### src/rtl/parity_frame_rx_if.sv
// Bundles the serial line, per-frame parity select and the received-word
// report of the parity-framed serial receiver.
interface parity_frame_rx_if #(
  parameter int DATA_W = 4
);
  logic              rx;
  logic              odd_mode;
  logic [DATA_W-1:0] data_out;
  logic              data_valid;
  logic              parity_error;
  logic              frame_error;
  logic              busy;

  modport master (
    output rx, odd_mode,
    input  data_out, data_valid, parity_error, frame_error, busy
  );

  modport slave (
    input  rx, odd_mode,
    output data_out, data_valid, parity_error, frame_error, busy
  );
endinterface

### src/rtl/parity_frame_rx.sv
// Serial receiver for start / DATA_W data (LSB first) / parity / stop frames,
// reporting the word with parity and framing error flags.
module parity_frame_rx #(
  parameter int DATA_W       = 4,
  parameter int CLKS_PER_BIT = 8
) (
  input  logic                 clk,
  input  logic                 rst,
  parity_frame_rx_if.slave     bus
);
  localparam int CW = (CLKS_PER_BIT > 1) ? $clog2(CLKS_PER_BIT) : 1;
  localparam int BW = $clog2(DATA_W + 1);
  localparam logic [CW-1:0] HALF_CNT = CW'(CLKS_PER_BIT / 2 - 1);
  localparam logic [CW-1:0] LAST_CNT = CW'(CLKS_PER_BIT - 1);
  localparam logic [BW-1:0] LAST_BIT = BW'(DATA_W - 1);

  typedef enum logic [2:0] {
    IDLE   = 3'd0,
    START  = 3'd1,
    DATA   = 3'd2,
    PARITY = 3'd3,
    STOP   = 3'd4,
    DONE   = 3'd5
  } state_t;

  state_t            state_r;
  logic              sync1_r;
  logic              rx_s;
  logic [CW-1:0]     cnt_r;
  logic [BW-1:0]     bit_idx_r;
  logic [DATA_W-1:0] shreg_r;
  logic [DATA_W-1:0] msb_s;
  logic              mode_r;
  logic              par_bit_r;
  logic              stop_bit_r;
  logic [DATA_W-1:0] data_out_r;
  logic              data_valid_r;
  logic              parity_error_r;
  logic              frame_error_r;
  logic              busy_r;

  function automatic logic xor_parity(input logic [DATA_W-1:0] d);
    return ^d;
  endfunction

  // Two-flop synchroniser for the asynchronous serial line; idles high.
  always_ff @(posedge clk or posedge rst) begin
    if (rst) begin
      sync1_r <= 1'b1;
      rx_s    <= 1'b1;
    end else begin
      sync1_r <= bus.rx;
      rx_s    <= sync1_r;
    end
  end

  // Incoming bit lands in the MSB so that after DATA_W shifts the first bit is the LSB.
  always_comb begin
    msb_s             = '0;
    msb_s[DATA_W-1]   = rx_s;
  end

  // Frame FSM: mid-bit sampling, deserialisation and registered reporting.
  always_ff @(posedge clk or posedge rst) begin
    if (rst) begin
      state_r        <= IDLE;
      cnt_r          <= '0;
      bit_idx_r      <= '0;
      shreg_r        <= '0;
      mode_r         <= 1'b0;
      par_bit_r      <= 1'b0;
      stop_bit_r     <= 1'b0;
      data_out_r     <= '0;
      data_valid_r   <= 1'b0;
      parity_error_r <= 1'b0;
      frame_error_r  <= 1'b0;
      busy_r         <= 1'b0;
    end else begin
      data_valid_r <= 1'b0;
      case (state_r)
        IDLE: begin
          cnt_r <= '0;
          if (!rx_s) begin
            state_r <= START;
            busy_r  <= 1'b1;
          end else begin
            busy_r  <= 1'b0;
          end
        end
        START: begin
          if (cnt_r == HALF_CNT) begin
            cnt_r <= '0;
            if (!rx_s) begin
              // Start confirmed; the parity sense is frozen for the whole frame here.
              mode_r    <= bus.odd_mode;
              bit_idx_r <= '0;
              state_r   <= DATA;
            end else begin
              state_r <= IDLE;
              busy_r  <= 1'b0;
            end
          end else begin
            cnt_r <= cnt_r + CW'(1);
          end
        end
        DATA: begin
          if (cnt_r == LAST_CNT) begin
            cnt_r     <= '0;
            shreg_r   <= (shreg_r >> 1) | msb_s;
            bit_idx_r <= bit_idx_r + BW'(1);
            if (bit_idx_r == LAST_BIT) begin
              state_r <= PARITY;
            end else begin
              state_r <= DATA;
            end
          end else begin
            cnt_r <= cnt_r + CW'(1);
          end
        end
        PARITY: begin
          if (cnt_r == LAST_CNT) begin
            cnt_r     <= '0;
            par_bit_r <= rx_s;
            state_r   <= STOP;
          end else begin
            cnt_r <= cnt_r + CW'(1);
          end
        end
        STOP: begin
          if (cnt_r == LAST_CNT) begin
            cnt_r      <= '0;
            stop_bit_r <= rx_s;
            state_r    <= DONE;
          end else begin
            cnt_r <= cnt_r + CW'(1);
          end
        end
        DONE: begin
          data_out_r     <= shreg_r;
          parity_error_r <= xor_parity(shreg_r) ^ par_bit_r ^ mode_r;
          frame_error_r  <= ~stop_bit_r;
          data_valid_r   <= 1'b1;
          busy_r         <= 1'b0;
          state_r        <= IDLE;
        end
        default: begin
          state_r <= IDLE;
          busy_r  <= 1'b0;
          cnt_r   <= '0;
        end
      endcase
    end
  end

  assign bus.data_out     = data_out_r;
  assign bus.data_valid   = data_valid_r;
  assign bus.parity_error = parity_error_r;
  assign bus.frame_error  = frame_error_r;
  assign bus.busy         = busy_r;
endmodule

### src/flat_wrapper.sv
// flat-port wrapper written by rule: the top's interface ports become plain ports
module parity_frame_rx_flat 
#(
  parameter int DATA_W       = 4,
  parameter int CLKS_PER_BIT = 8
)
  (clk, rst, bus_rx, bus_odd_mode, bus_data_out, bus_data_valid, bus_parity_error, bus_frame_error, bus_busy);
  parity_frame_rx_if #(.DATA_W(DATA_W)) bus_i ();
  input  logic clk;
  input  logic rst;
  input wire logic [$bits(bus_i.rx)-1:0] bus_rx;
  input wire logic [$bits(bus_i.odd_mode)-1:0] bus_odd_mode;
  output wire logic [$bits(bus_i.data_out)-1:0] bus_data_out;
  output wire logic [$bits(bus_i.data_valid)-1:0] bus_data_valid;
  output wire logic [$bits(bus_i.parity_error)-1:0] bus_parity_error;
  output wire logic [$bits(bus_i.frame_error)-1:0] bus_frame_error;
  output wire logic [$bits(bus_i.busy)-1:0] bus_busy;
  assign bus_i.rx = bus_rx;
  assign bus_i.odd_mode = bus_odd_mode;
  assign bus_data_out = bus_i.data_out;
  assign bus_data_valid = bus_i.data_valid;
  assign bus_parity_error = bus_i.parity_error;
  assign bus_frame_error = bus_i.frame_error;
  assign bus_busy = bus_i.busy;
  parity_frame_rx #(.DATA_W(DATA_W), .CLKS_PER_BIT(CLKS_PER_BIT)) u_core (.clk(clk), .rst(rst), .bus(bus_i));
endmodule
### config.mk
export PLATFORM = sky130hd
export DESIGN_NAME = parity_frame_rx_flat
export DESIGN_NICKNAME = d
export VERILOG_FILES = /design/src/rtl/parity_frame_rx_if.sv /design/src/rtl/parity_frame_rx.sv /design/src/flat_wrapper.sv
export SDC_FILE = /design/constraint.sdc
export NUM_CORES = 1
export LEC_CHECK = 0
export BUFFER_PORTS_ARGS = -buffer_cell sky130_fd_sc_hd__buf_2
export CORE_UTILIZATION = 57
export CTS_CLUSTER_SIZE = 8
export DETAILED_ROUTE_END_ITERATION = 10
export PLACE_DENSITY = 0.76
export SYNTH_ARGS = -nofsm -noshare
export SYNTH_HDL_FRONTEND = slang
export SYNTH_SLANG_ARGS = --single-unit
export TNS_END_PERCENT = 100
### constraint.sdc
create_clock -name clk -period 1.7 [get_ports clk]
set_input_delay 0.34 -clock clk [delete_from_list [all_inputs] [get_ports clk]]
set_output_delay 0.34 -clock clk [all_outputs]
set_load 0.05 [all_outputs]
==> results.json <==
{
  "status": "finished clean",
  "critPathTopFamily": "adder cells",
  "clk_path_buf_depth": 2,
  "placeableCoreArea_um2": 2040,
  "fin_crit_ps": 1620,
  "clock.fmax_ghz": 0.617,
  "fp-row-count": 16,
  "initial_core_util_pct": 62.6,
  "htree_num_levels": 1,
  "synth_seq_cells": 26,
  "portBuffers": 11,
  "synth-main-ff-cell": "dfrtp_1",
  "postCtsHoldBufs": 0,
  "worstSetupStartpointType": "flop",
  "use_met3_pct": 4.98,
  "r2r_end": "u_core.shreg_r[1]$_DFFE_PP0P_",
  "fin_skew_ps": 5.60,
  "synth.net_count": 127,
  "p_total_mw": 1.87,
  "areaGrowthSynthToFinish_pct": 9.59,
  "dpl.hpwl_um": 1600,
  "antenna_left": 0,
  "netlist_instances": 117,
  "grt_pass1_vias": 841,
  "critPathSlowestCell": "dfrtp_1",
  "drt_wl_total_um": 2170,
  "critPathRequiredTime_ps": 1920,
  "max_stage_delay_ps": 400,
  "cts_root_buffer": "clkbuf_4",
  "vias": 827,
  "gp_congestion": 0.815,
  "fin_nets": 141,
  "synthTopCellsByArea": "dfrtp_1 47%, mux2_2 7.0%, nand2_1 6.2%, ha_1 5.9%, dfstp_2 4.1%",
  "holdCritPathClass": "input pin to async pin",
  "diodes": 0,
  "drc_errors": 0,
  "cts_num_sinks": 26,
  "antenna_found_initial": 0,
  "crit_chain": "ha_1, ha_2, nand2_1, nor2_2, mux2_2",
  "ioPinCount": 12,
  "rsz0062_at_grt": "no",
  "p_leak_nw": 0.701,
  "crit_type": "flop to flop",
  "final_core_util_pct": 68.6,
  "dieHeight_um": 49.4,
  "crit_fanout": 6,
  "numCtsBuffers": 3,
  "syn_area_um2": 1280,
  "cp-end-kind": "flop",
  "die_x_um": 49.4,
  "cts_setup_buffers": 0,
  "viasPerCell": 5.27,
  "layout-drive-gt1-share_pct": 27.7,
  "synth-edff-count": 0,
  "drtPass1Iterations": 4,
  "avgSynthCellArea_um2": 10.9,
  "synthTopCellsByCount": "24 x dfrtp_1, 21 x nand2_1, 8 x mux2_2",
  "synth-async-reset-ratio_pct": 100,
  "vdd_drop_max_mv": 0.945,
  "relSlewSlack_pct": 72.4,
  "clk_pin_slew_worst_paths_ps": 140,
  "wl_per_cell_um": 13.8,
  "reg2reg_slack_ps": 80,
  "dieArea_um2": 2440,
  "track_usage_pct": 21.5,
  "drv_cap": 0,
  "crit_arrival_ps": 1840,
  "cts_tree": "yes",
  "finalSetupViolCount": 0,
  "hold_viol_final": 0,
  "setup_tns_ps": 0,
  "slew_viol_final": 0,
  "grt_pass1_wl_um": 3860,
  "grt.met1_usage_pct": 28.9,
  "clk_latency_ps": 320,
  "p_per_area_nw_per_um2": 1340,
  "ctsResizeCount": 1,
  "ff2ff_path_depth": 5,
  "yosysWarnings": 0,
  "synth_top_area_share_pct": 47.0,
  "synth_area_leader_cell": "dfrtp_1",
  "path_buf_inv": 0,
  "synth_most_common_cell": "dfrtp_1",
  "met2_usage_pct": 34.0,
  "ys_types": 34,
  "finalCritPeriodShare_pct": 95.4,
  "grt-busiest-layer": "met2",
  "yosysSeqAreaShare_pct": 51.1,
  "r2r-start": "u_core.cnt_r[0]$_DFFE_PP0N_",
  "grt_max_degree": 27,
  "drtIter0Drc": 14,
  "overflow": 0,
  "worstMarginPinSlew_ps": 415
}
worst max path at each step:
stage,startpoint,to,slack (ps),cells after the start
detailed placement,u_core.cnt_r[0]$_DFFE_PP0N_,u_core.shreg_r[3]$_DFFE_PP0P_,3,5
finish,u_core.cnt_r[0]$_DFFE_PP0N_,u_core.shreg_r[1]$_DFFE_PP0P_,80,5
floorplan,u_core.cnt_r[0]$_DFFE_PP0N_,u_core.state_r[0]$_DFFE_PP0P_,150,5
global route,u_core.cnt_r[0]$_DFFE_PP0N_,u_core.state_r[0]$_DFFE_PP0P_,20,6
global placement,u_core.cnt_r[0]$_DFFE_PP0N_,u_core.shreg_r[1]$_DFFE_PP0P_,100,5
CTS,u_core.cnt_r[0]$_DFFE_PP0N_,u_core.shreg_r[3]$_DFFE_PP0P_,50,5
tightest hold or removal path: cells and delay by family:
| family | cells | cell delay, ps |
|---|---|---|
| buffers and inverters | 3 | 440 |
power by group:
part | internal (mW) | switching [mW]
logic | 0.277 | 0.305
clock network | 0.238 | 0.181
registers | 0.734 | 0.137
total | 1.25 | 0.623
metrics by stage:
step	setup WS (ps)	cell area [µm²]	cells	hold slack, ps
after floorplan	152	1280	117	344
after global placement	101	1340	153	346
after detailed placement	2.62	1340	153	348
after CTS	50.1	1400	157	44.3
after global routing	21.6	1400	157	70.4
final	78.5	1400	157	41.0
layer usage:
layer  routed length, µm  vias up  share of wire, %
li1                    -      410                 -
met1                1020      398                47
met2                1050       17                48
met3                  85        2               3.9
met4                  14        0              0.64
met5                   0        -                 0
area by class of cell:
cell class,count,area [µm²]
fill,155,641
multi-input combinational,80,564
inverter,7,27.5
sequential,26,653
clock buffer,3,22.5
timing repair buffer,13,70.1
clock inverter,1,30.0
tap,27,33.8
registers in the layout, summed over array words and instances (netlist names):
signal / count
u_core.rx_s: 1
u_core.bus.parity_error: 1
u_core.par_bit_r: 1
u_core.mode_r: 1
u_core.stop_bit_r: 1
u_core.bit_idx_r: 3
u_core.cnt_r: 3
u_core.shreg_r: 4
u_core.bus.data_valid: 1
u_core.bus.busy: 1
u_core.bus.frame_error: 1
u_core.bus.data_out: 4
u_core.sync1_r: 1
u_core.state_r: 3
cell usage in the layout (no fill, tap or decap), types with 3 or more instances in the layout:
master,count
dfrtp_1,24
xnor2_1,5
a21oi_1,3
buf_2,11
inv_1,6
clkbuf_4,3
mux2_2,8
nand2_1,21
o21ai_0,4
o21ai_1,3
ha_1,5
nor2_1,5
cells by family (layout without fill, tap and decap cells):
group                      Yosys count  in the layout  synth area share (%)
xor gates and xnor gates             5              5                  3.42
DFF                                 26             26                  51.1
adders and majority gates            6              6                  5.87
AOI/OAI and AO/OA                   16             16                  7.53
buffers and inverters               11             24                  5.18
muxes                               10             10                  9.00
and+or+nand+nor                     43             43                  17.9
(Power assumes the default switching activity.)
